$ cat src/rtl/race_state_controller.sv
// Game-flow controller for the two-player racer: start countdown, lap
// counting from checkpoint/finish-line regions, winner/draw detection
// and a saturating race timer for the HUD.
module race_state_controller #(
  parameter int unsigned TICK_CYCLES = 100000000,
  parameter int unsigned LAPS_TO_WIN = 3,
  parameter logic [9:0]  FIN_X0      = 10'd5,
  parameter logic [9:0]  FIN_X1      = 10'd40,
  parameter logic [9:0]  FIN_Y0      = 10'd115,
  parameter logic [9:0]  FIN_Y1      = 10'd120,
  parameter logic [9:0]  CHK_X0      = 10'd280,
  parameter logic [9:0]  CHK_X1      = 10'd315,
  parameter logic [9:0]  CHK_Y0      = 10'd115,
  parameter logic [9:0]  CHK_Y1      = 10'd135,
  parameter logic [9:0]  TIME_MAX    = 10'd999
) (
  input  logic       clk_i,
  input  logic       rst_ni,
  input  logic       start_i,
  input  logic [9:0] p1_pos_x_i,
  input  logic [9:0] p1_pos_y_i,
  input  logic [9:0] p2_pos_x_i,
  input  logic [9:0] p2_pos_y_i,
  output logic [2:0] state_o,
  output logic [1:0] countdown_o,
  output logic [2:0] p1_lap_o,
  output logic [2:0] p2_lap_o,
  output logic [9:0] race_time_o,
  output logic       state_changed_o
);

  localparam int unsigned TW = $clog2(TICK_CYCLES);
  localparam logic [TW-1:0] TICK_LAST = TW'(TICK_CYCLES - 1);
  localparam logic [2:0] LAPS_WIN = 3'(LAPS_TO_WIN);

  typedef enum logic [2:0] {
    IDLE   = 3'd0,
    COUNT  = 3'd1,
    GO     = 3'd2,
    RACING = 3'd4,
    P1_WIN = 3'd5,
    P2_WIN = 3'd6,
    DRAW   = 3'd7
  } state_e;

  state_e        state_q, state_d;
  logic [TW-1:0] tickCnt_q, tickCnt_d;
  logic [1:0]    countdown_q, countdown_d;
  logic [2:0]    p1Lap_q, p1Lap_d, p2Lap_q, p2Lap_d;
  logic [9:0]    raceTime_q, raceTime_d;
  logic          p1Armed_q, p1Armed_d, p2Armed_q, p2Armed_d;
  logic          changed_q;
  logic [9:0]    p1X_q, p1Y_q, p2X_q, p2Y_q;
  logic          p1InChkPrev_q, p1InFinPrev_q, p2InChkPrev_q, p2InFinPrev_q;

  logic tick;
  logic p1InChk, p1InFin, p2InChk, p2InFin;
  logic p1ChkRise, p1FinRise, p2ChkRise, p2FinRise;

  assign tick = (tickCnt_q == TICK_LAST);

  assign p1InFin = (p1X_q >= FIN_X0) && (p1X_q <= FIN_X1) && (p1Y_q >= FIN_Y0) && (p1Y_q <= FIN_Y1);
  assign p1InChk = (p1X_q >= CHK_X0) && (p1X_q <= CHK_X1) && (p1Y_q >= CHK_Y0) && (p1Y_q <= CHK_Y1);
  assign p2InFin = (p2X_q >= FIN_X0) && (p2X_q <= FIN_X1) && (p2Y_q >= FIN_Y0) && (p2Y_q <= FIN_Y1);
  assign p2InChk = (p2X_q >= CHK_X0) && (p2X_q <= CHK_X1) && (p2Y_q >= CHK_Y0) && (p2Y_q <= CHK_Y1);

  assign p1ChkRise = p1InChk && !p1InChkPrev_q;
  assign p1FinRise = p1InFin && !p1InFinPrev_q;
  assign p2ChkRise = p2InChk && !p2InChkPrev_q;
  assign p2FinRise = p2InFin && !p2InFinPrev_q;

  // Next-state, countdown, lap/arm and timer logic; IDLE entry wipes race data
  always_comb begin
    state_d     = state_q;
    countdown_d = countdown_q;
    p1Lap_d     = p1Lap_q;
    p2Lap_d     = p2Lap_q;
    raceTime_d  = raceTime_q;
    p1Armed_d   = p1Armed_q;
    p2Armed_d   = p2Armed_q;

    case (state_q)
      IDLE: begin
        if (start_i) begin
          state_d     = COUNT;
          countdown_d = 2'd3;
        end
      end
      COUNT: begin
        if (tick) begin
          if (countdown_q == 2'd1) begin
            state_d     = GO;
            countdown_d = 2'd0;
          end else begin
            countdown_d = countdown_q - 2'd1;
          end
        end
      end
      GO: begin
        if (tick) state_d = RACING;
      end
      RACING: begin
        if (tick && (raceTime_q < TIME_MAX)) raceTime_d = raceTime_q + 10'd1;
        if (p1ChkRise) p1Armed_d = 1'b1;
        if (p1FinRise && p1Armed_q) begin
          p1Lap_d   = p1Lap_q + 3'd1;
          p1Armed_d = 1'b0;
        end
        if (p2ChkRise) p2Armed_d = 1'b1;
        if (p2FinRise && p2Armed_q) begin
          p2Lap_d   = p2Lap_q + 3'd1;
          p2Armed_d = 1'b0;
        end
        if ((p1Lap_d == LAPS_WIN) && (p2Lap_d == LAPS_WIN)) state_d = DRAW;
        else if (p1Lap_d == LAPS_WIN)                      state_d = P1_WIN;
        else if (p2Lap_d == LAPS_WIN)                      state_d = P2_WIN;
      end
      P1_WIN, P2_WIN, DRAW: begin
        if (start_i) state_d = IDLE;
      end
      default: state_d = IDLE;
    endcase

    if (state_d == IDLE) begin
      countdown_d = 2'd0;
      p1Lap_d     = 3'd0;
      p2Lap_d     = 3'd0;
      raceTime_d  = 10'd0;
      p1Armed_d   = 1'b0;
      p2Armed_d   = 1'b0;
    end

    if ((state_d != state_q) || tick) tickCnt_d = '0;
    else                              tickCnt_d = tickCnt_q + TW'(1);
  end

  // State and race registers, plus the one-cycle transition pulse
  always_ff @(posedge clk_i or negedge rst_ni) begin
    if (!rst_ni) begin
      state_q     <= IDLE;
      tickCnt_q   <= '0;
      countdown_q <= 2'd0;
      p1Lap_q     <= 3'd0;
      p2Lap_q     <= 3'd0;
      raceTime_q  <= 10'd0;
      p1Armed_q   <= 1'b0;
      p2Armed_q   <= 1'b0;
      changed_q   <= 1'b0;
    end else begin
      state_q     <= state_d;
      tickCnt_q   <= tickCnt_d;
      countdown_q <= countdown_d;
      p1Lap_q     <= p1Lap_d;
      p2Lap_q     <= p2Lap_d;
      raceTime_q  <= raceTime_d;
      p1Armed_q   <= p1Armed_d;
      p2Armed_q   <= p2Armed_d;
      changed_q   <= (state_d != state_q);
    end
  end

  // Position pipeline stage and in-box history used for edge detection
  always_ff @(posedge clk_i or negedge rst_ni) begin
    if (!rst_ni) begin
      p1X_q         <= 10'd0;
      p1Y_q         <= 10'd0;
      p2X_q         <= 10'd0;
      p2Y_q         <= 10'd0;
      p1InChkPrev_q <= 1'b0;
      p1InFinPrev_q <= 1'b0;
      p2InChkPrev_q <= 1'b0;
      p2InFinPrev_q <= 1'b0;
    end else begin
      p1X_q         <= p1_pos_x_i;
      p1Y_q         <= p1_pos_y_i;
      p2X_q         <= p2_pos_x_i;
      p2Y_q         <= p2_pos_y_i;
      p1InChkPrev_q <= p1InChk;
      p1InFinPrev_q <= p1InFin;
      p2InChkPrev_q <= p2InChk;
      p2InFinPrev_q <= p2InFin;
    end
  end

  assign state_o         = state_q;
  assign countdown_o     = countdown_q;
  assign p1_lap_o        = p1Lap_q;
  assign p2_lap_o        = p2Lap_q;
  assign race_time_o     = raceTime_q;
  assign state_changed_o = changed_q;

endmodule

$ cat config.mk
export PLATFORM = sky130hd
export DESIGN_NAME = race_state_controller
export DESIGN_NICKNAME = d
export VERILOG_FILES = /design/src/rtl/race_state_controller.sv
export SDC_FILE = /design/constraint.sdc
export NUM_CORES = 1
export LEC_CHECK = 0
export BUFFER_PORTS_ARGS = -buffer_cell sky130_fd_sc_hd__clkbuf_2
export CAP_MARGIN = 40
export CORE_AREA = 4 4 88 123
export DETAILED_ROUTE_END_ITERATION = 6
export DIE_AREA = 0 0 92 127
export PLACE_DENSITY = 0.77
export RECOVER_POWER = 25
export SYNTH_ARGS = -nofsm -noshare
export SYNTH_HDL_FRONTEND = slang
export SYNTH_SLANG_ARGS = --single-unit
$ cat constraint.sdc
create_clock -name clk_i -period 3.35 [get_ports clk_i]
set_input_delay 0.67 -clock clk_i [delete_from_list [all_inputs] [get_ports clk_i]]
set_output_delay 0.67 -clock clk_i [all_outputs]
set_load 0.02 [all_outputs]
==> results of run 1 <==
## flip-flops by register name, indices dropped and copies added (netlist names), 10 cells and up
register and count:
p1X_q 10, p1Y_q 10, tickCnt_q 27, p2X_q 10
race_time_o 10, p2Y_q 10
## metrics by stage
| step | setup slack (ns) | hold WS (ns) | total power [W] |
|---|---|---|---|
| global route | 0.5621 | 0.4111 | 0.003070 |
| CTS | 0.7777 | 0.3661 | 0.002945 |
| finish | 0.7706 | 0.4319 | 0.002924 |
| detailed placement | 0.8011 | 0.5395 | 0.001908 |
| global placement | 0.8566 | 0.5181 | 0.001889 |
| floorplan | 1.024 | 0.3744 | 0.001782 |
## report_power, final
part | internal [W] | switching (W) | total (W)
clock network | 0.000590 | 0.000443 | 0.00103
logic | 0.000190 | 0.000400 | 0.000590
registers | 0.00122 | 0.0000830 | 0.00130
## metal layers
layer | routed length, um | vias up | part of all wire
met5 | 0 | - | 0
met4 | 131 | 0 | 0.015
met3 | 379 | 10 | 0.043
met2 | 4684 | 82 | 0.53
met1 | 3597 | 1589 | 0.41
li1 | - | 1512 | -
## kinds of logic (layout without fill, tap and decap cells)
group,count (synthesis),count (layout),share of synthesized area
and+or+nand+nor,184,184,0.2518
AOI/OAI and AO/OA,38,38,0.06759
xor gates and xnor gates,39,39,0.07920
adders and majority gates,5,5,0.01451
muxes,4,4,0.009284
DFF,95,95,0.5512
buffers and inverters,17,90,0.02640
## layout make-up
type	count	area, um2
Multi-Input combinational cell	270	1828
Inverter	6	22.52
Sequential cell	95	2377
Tap cell	135	168.9
Clock buffer	10	229.0
Clock inverter	6	78.83
Fill cell	852	4721
Timing Repair Buffer	68	366.6
## worst paths after layout
check / start / to / slack, ns / cells past startpoint
min in group asynchronous: rst_ni / p1Y_q[5]$_DFF_PN0_ / 0.59 / 1
worst min-delay path: p2_pos_x_i[7] / p2X_q[7]$_DFF_PN0_ / 0.43 / 1
worst max-delay path: tickCnt_q[0]$_DFF_PN0_ / race_time_o[8]$_DFFE_PN0P_ / 0.77 / 7
worst min register to register: p2Armed_q$_DFFE_PN0P_ / p2Armed_q$_DFFE_PN0P_ / 0.54 / 2
worst max register to register: tickCnt_q[0]$_DFF_PN0_ / race_time_o[8]$_DFFE_PN0P_ / 0.77 / 7
max in group asynchronous: rst_ni / tickCnt_q[19]$_DFF_PN0_ / 1.95 / 2
## cells in the final DEF, fill, tap and decap left out, types with 4 or more instances in the layout
cell	count
dfrtp_1	95
o31ai_1	4
nor3_2	13
mux2i_1	4
and3_1	9
inv_1	6
clkbuf_16	9
and4_1	4
nor2_1	31
nor2b_1	5
o21ai_0	5
nor3_1	25
nand3_1	25
ha_1	5
nor4_1	8
xnor2_1	19
nand2_1	22
clkbuf_1	4
nor3b_1	5
a21oi_1	6
clkbuf_2	61
nand4_1	12
xor2_1	20
==> results by group, run 1 <==
Critical path
  – Worst EP required: between 3 and 4 ns
  – Critical Path Start Type: flip-flop
  – CP cell instances: ha_1, nand3_1, or3_1, or4b_1, nor4_4, xnor2_1, nor2_2
  – CP Max Fanout: 8
  – Crit-path leading delay family: simple AND/OR/NAND/NOR gates
  – CP max stage cell: or4b_1
  – WS Path Type: flip-flop to flip-flop
  – Critical path arrival: roughly 2.8 ns
  – Worst Path Buf+Inv: 0
  – Crit end category: flip-flop
  – CP peak stage delay: roughly 0.75 ns

Logic synthesis
  – Avg Inst Size Synth: 11.29 um2
  – Synth unique cells: 59
  – Most common cell in the netlist: dfrtp_1
  – Post-synthesis register bit count: 95
  – Mapped Cells: 382
  – Synth top area cells: dfrtp_1 55%, xor2_1 4.1%, xnor2_1 3.9%, nor3_2 3.0%, nand3_1 2.9%
  – Ys async rst share: 1.000
  – Post-synth EDFFs: 0
  – Cell Area, Synth: between 0.004 and 0.005 mm2
  – Top cell type's share of synthesized area: 0.5512
  – Synth Warn #: 0
  – Sequential-to-total area share from yosys stat: 0.5512
  – Synth cell count leaders: 95 x dfrtp_1, 31 x nor2_1, 25 x nand3_1, 25 x nor3_1, 22 x nand2_1
  – Post-synth top area cell: dfrtp_1
  – Syn Nets: 430
  – Ys flop type: dfrtp_1

Detailed routing
  – DR WL/cell: 14.90 um
  – Drt pass-1 iters: 6
  – Vias per Instance: around 5.4
  – Aggregate routed wire length: ~9 mm
  – Via count: 3193
  – Antenna viol nets, final: 0
  – Initial DRC count: between 150 and 200
  – DRC errors left: 0

Power
  – P_leak: about 2.2 nW
  – Pwr dens: ~580 mW/mm2
  – Maximum vdd drop: 0.2896 mV

Cells and area
  – Post-Layout Inst Area: 0.005071 mm2
  – Fraction of layout cells with a size suffix above 1: 0.2308
  – Final core occ: 0.5179
  – Area grow syn2layout: 17.58%
  – Final net count: 498
  – Non-Filler Instances: 590
  – Diode count: 0

Global route
  – Global route total overflow: 0
  – Most Crowded Layer GR: met2
  – Maximum number of pins on one net before global-route repair: 51
  – Initial antenna violation count: 0
  – Via count of the first global-routing pass: 3274
  – M1 GR Usage: 0.1845
  – M3 GR Usage: 0.04181
  – Tot GR Track Use: 0.1607
  – GR Util met2: 0.2818
  – First-pass GRT wire length: 15.12 mm

CTS
  – Clk buf depth: 2
  – Clk_lat worst skew: 0.34 ns
  – TritonCTS buffer count: 9
  – CTS tree: yes
  – H-tree Lvls: 3
  – CTS Hold Bufs: 0
  – Setup Buffers After CTS: 0
  – CTS clk-pin slew, worst paths: 0.07 ns
  – Number of clock sinks: 95
  – Post-CTS Resized: 0
  – Clock root cell: clkbuf_16

Job
  – Max Cap Viol: 0

Timing
  – Tcrit/Tclk final: 0.7700
  – Tmin final: 2.579 ns
  – Least-Margin Pin Slew: 1.237 ns
  – Final setup vio count: 0
  – Max Clock Skew: 0.005983 ns
  – Max Freq: 387.7 MHz
  – RSZ-0062 raised after global routing: false
  – Final slew viol count: 0
  – Setup_tns: 0 ns
  – Slew margin rel.: 0.1755
  – Fin. Hold Viols: 0

Floorplan
  – Core region area: 0.009792 mm2
  – DIE WIDTH: 92 um
  – # IOs: 65
  – DIE AREA: about 0.012 mm2
  – # rows: 43
  – Initial Util: 0.4405
  – Die height: 127 um

Placed design
  – Port bufs: 64
  – HPWL Detailed: 6.277 mm
  – Placed insts: 574
  – Gpl congestion: 0.8194
  – Cell Area, Placed: 0.004770 mm2

Run status
  – Status: finished clean

Hold path
  – Worst Hold Class: primary input to flip-flop
(Power assumes the default switching activity.)
==> inputs of run 2 (changes only) <==
Settings changed: PLACE_DENSITY 0.77 to 0.79.
Clock period 3.35 ns to 2.13 ns, I/O delays scaled along.
==> results by group, run 2 (synthesized netlist as in run 1, its figures left out) <==
Critical path
  – Worst EP required: about 2.4 ns
  – CP peak stage delay: 0.40 ns
  – Worst Path Buf+Inv: 1
  – CP cell instances: or3_4, nor3_4, nand4_1, o21a_1, o41a_1, buf_12, nor3b_1
  – WS Path Type: flip-flop to flip-flop
  – Critical path arrival: 2.48 ns
  – Critical Path Start Type: flip-flop
  – CP Max Fanout: 27
  – Crit-path leading delay family: simple AND/OR/NAND/NOR gates
  – CP max stage cell: or3_4
  – Crit end category: flip-flop

Power
  – Maximum vdd drop: 0.4807 mV
  – Pwr dens: 868.5 mW/mm2
  – P_leak: about 2.6 nW

Timing
  – Max Freq: 450.6 MHz
  – Slew margin rel.: 0.4091
  – Max Clock Skew: 0.01163 ns
  – Final worst slack: -0.08949 ns
  – Tmin final: 2.219 ns
  – Setup_tns: -2.285 ns
  – Least-Margin Pin Slew: 0.8863 ns
  – Final slew viol count: 0
  – Fin. Hold Viols: 0
  – Final setup vio count: 47
  – Tcrit/Tclk final: 1.042
  – RSZ-0062 raised after global routing: true

Cells and area
  – Max FFs per register: 27
  – Commonest non-fill, non-tap cell in the layout: dfrtp_1
  – Non-Filler Instances: ~650
  – Most frequent cells in the layout: 92 x dfrtp_1, 61 x clkbuf_2, 58 x buf_4
  – Area grow syn2layout: 33.54%
  – Final core occ: 0.5882
  – Top reg by flops: tickCnt_q
  – Diode count: 0
  – Fraction of layout cells with a size suffix above 1: 0.3784
  – Final net count: between 500 and 600

CTS
  – Number of clock sinks: between 90 and 100
  – CTS clk-pin slew, worst paths: 0.07 ns
  – CTS Hold Bufs: 0
  – Clk_lat worst skew: 0.35 ns
  – TritonCTS buffer count: 9
  – Clk buf depth: 2
  – Clock root cell: clkbuf_16
  – CTS tree: yes
  – H-tree Lvls: 3

Global route
  – Global route total overflow: 0
  – Initial antenna violation count: 0
  – Via count of the first global-routing pass: 3686
  – Maximum number of pins on one net before global-route repair: 44
  – Tot GR Track Use: 0.1794
  – First-pass GRT wire length: between 15 and 20 mm

Floorplan
  – DIE WIDTH: 92 um
  – Initial Util: 0.4405
  – DIE AREA: 0.01168 mm2
  – # rows: 43
  – Core region area: 0.009792 mm2
  – # IOs: between 60 and 70
  – Die height: 127 um

Detailed routing
  – Via count: about 3500
  – DRC errors left: 0
  – Initial DRC count: 97
  – Antenna viol nets, final: 0
  – Vias per Instance: approximately 5.3
  – Drt pass-1 iters: 5
  – DR WL/cell: 15.15 um
  – Aggregate routed wire length: 9.891 mm

Placed design
  – Placed insts: 632
  – Gpl congestion: 0.8588
  – Port bufs: 64
  – HPWL Detailed: 7.133 mm
  – Worst slack, placed: -0.1526 ns

Run status
  – Status: finished, violations left
  – Failing checks: setup timing

Hold path
  – Worst Hold Class: primary input to flip-flop

Job
  – Max Cap Viol: 0
run 2: cell count changes in the layout (fill, tap and decap cells not counted), moves of 6 or more:
| cell | previous run | this run |
|---|---|---|
| nor3_1 | 25 | 13 |
| buf_6 | 0 | 6 |
| buf_4 | 3 | 58 |
| nor3_2 | 13 | 24 |
run 2: report_power, final:
group          internal, W  leakage [nW]  switching [W]
clock network     0.000824         0.142       0.000751
logic             0.000587          1.22       0.000847
registers          0.00192          1.22      0.0000751
run 2: final timing paths:
kind | startpoint | endpoint | slack [ns] | cells past startpoint
worst max-delay path | p1X_q[6]$_DFF_PN0_ | tickCnt_q[9]$_DFF_PN0_ | -0.09 | 7
worst min-delay path | p1_pos_y_i[3] | p1Y_q[3]$_DFF_PN0_ | 0.18 | 1
worst max register to register | p1X_q[6]$_DFF_PN0_ | tickCnt_q[9]$_DFF_PN0_ | -0.09 | 7
worst min register to register | p2Armed_q$_DFFE_PN0P_ | p2Armed_q$_DFFE_PN0P_ | 0.56 | 2
max in group asynchronous | rst_ni | p2_lap_o[2]$_DFFE_PN0P_ | 1.18 | 2
min in group asynchronous | rst_ni | p1X_q[0]$_DFF_PN0_ | 0.19 | 1
run 2: metrics by stage:
step | instance area, um2 | hold WS [ns] | power, W
2_1_floorplan | 4429 | 0.1304 | 0.002912
3_3_place_gp | 5321 | 0.3927 | 0.003279
3_5_place_dp | 5321 | 0.4132 | 0.003316
4_1_cts | 5714 | 0.03234 | 0.005011
5_1_grt | 5759 | 0.1623 | 0.005244
6_report | 5759 | 0.1760 | 0.005002
run 2: layout make-up:
type / count / area [um2]
clock buffers: 9 / 225.2
clock inverters: 7 / 70.07
fillers: 776 / 4033
inverters: 6 / 22.52
multi-input cells: 270 / 2012
flip-flops and latches: 95 / 2381
well taps: 135 / 168.9
repair buffers: 131 / 879.6
run 2: what timing repair did:
action,in CTS,in global routing
endpoints found under the hold margin,0,0
setup buffers,2,2
setup endpoints to repair,48,48
pin swaps,10,7
resized for setup,17,5
cloned,1,0
run 2: worst register-to-register path, cell delays in order (launching register included):
cell	delay, ns
dfrtp_1	0.36
or3_4	0.40
nor3_4	0.19
nand4_1	0.13
o21a_1	0.24
o41a_1	0.39
buf_12	0.21
nor3b_1	0.21
run 2: layer usage:
| metal | routed length, um | up-vias | share of wire | track usage |
|---|---|---|---|---|
| met1 | 3838 | 1710 | 0.39 | 0.1983 |
| li1 | - | 1645 | - | - |
| met5 | 0 | - | 0 | 0 |
| met2 | 5307 | 82 | 0.54 | 0.3193 |
| met4 | 364 | 0 | 0.037 | 0.09449 |
| met3 | 381 | 38 | 0.039 | 0.04064 |
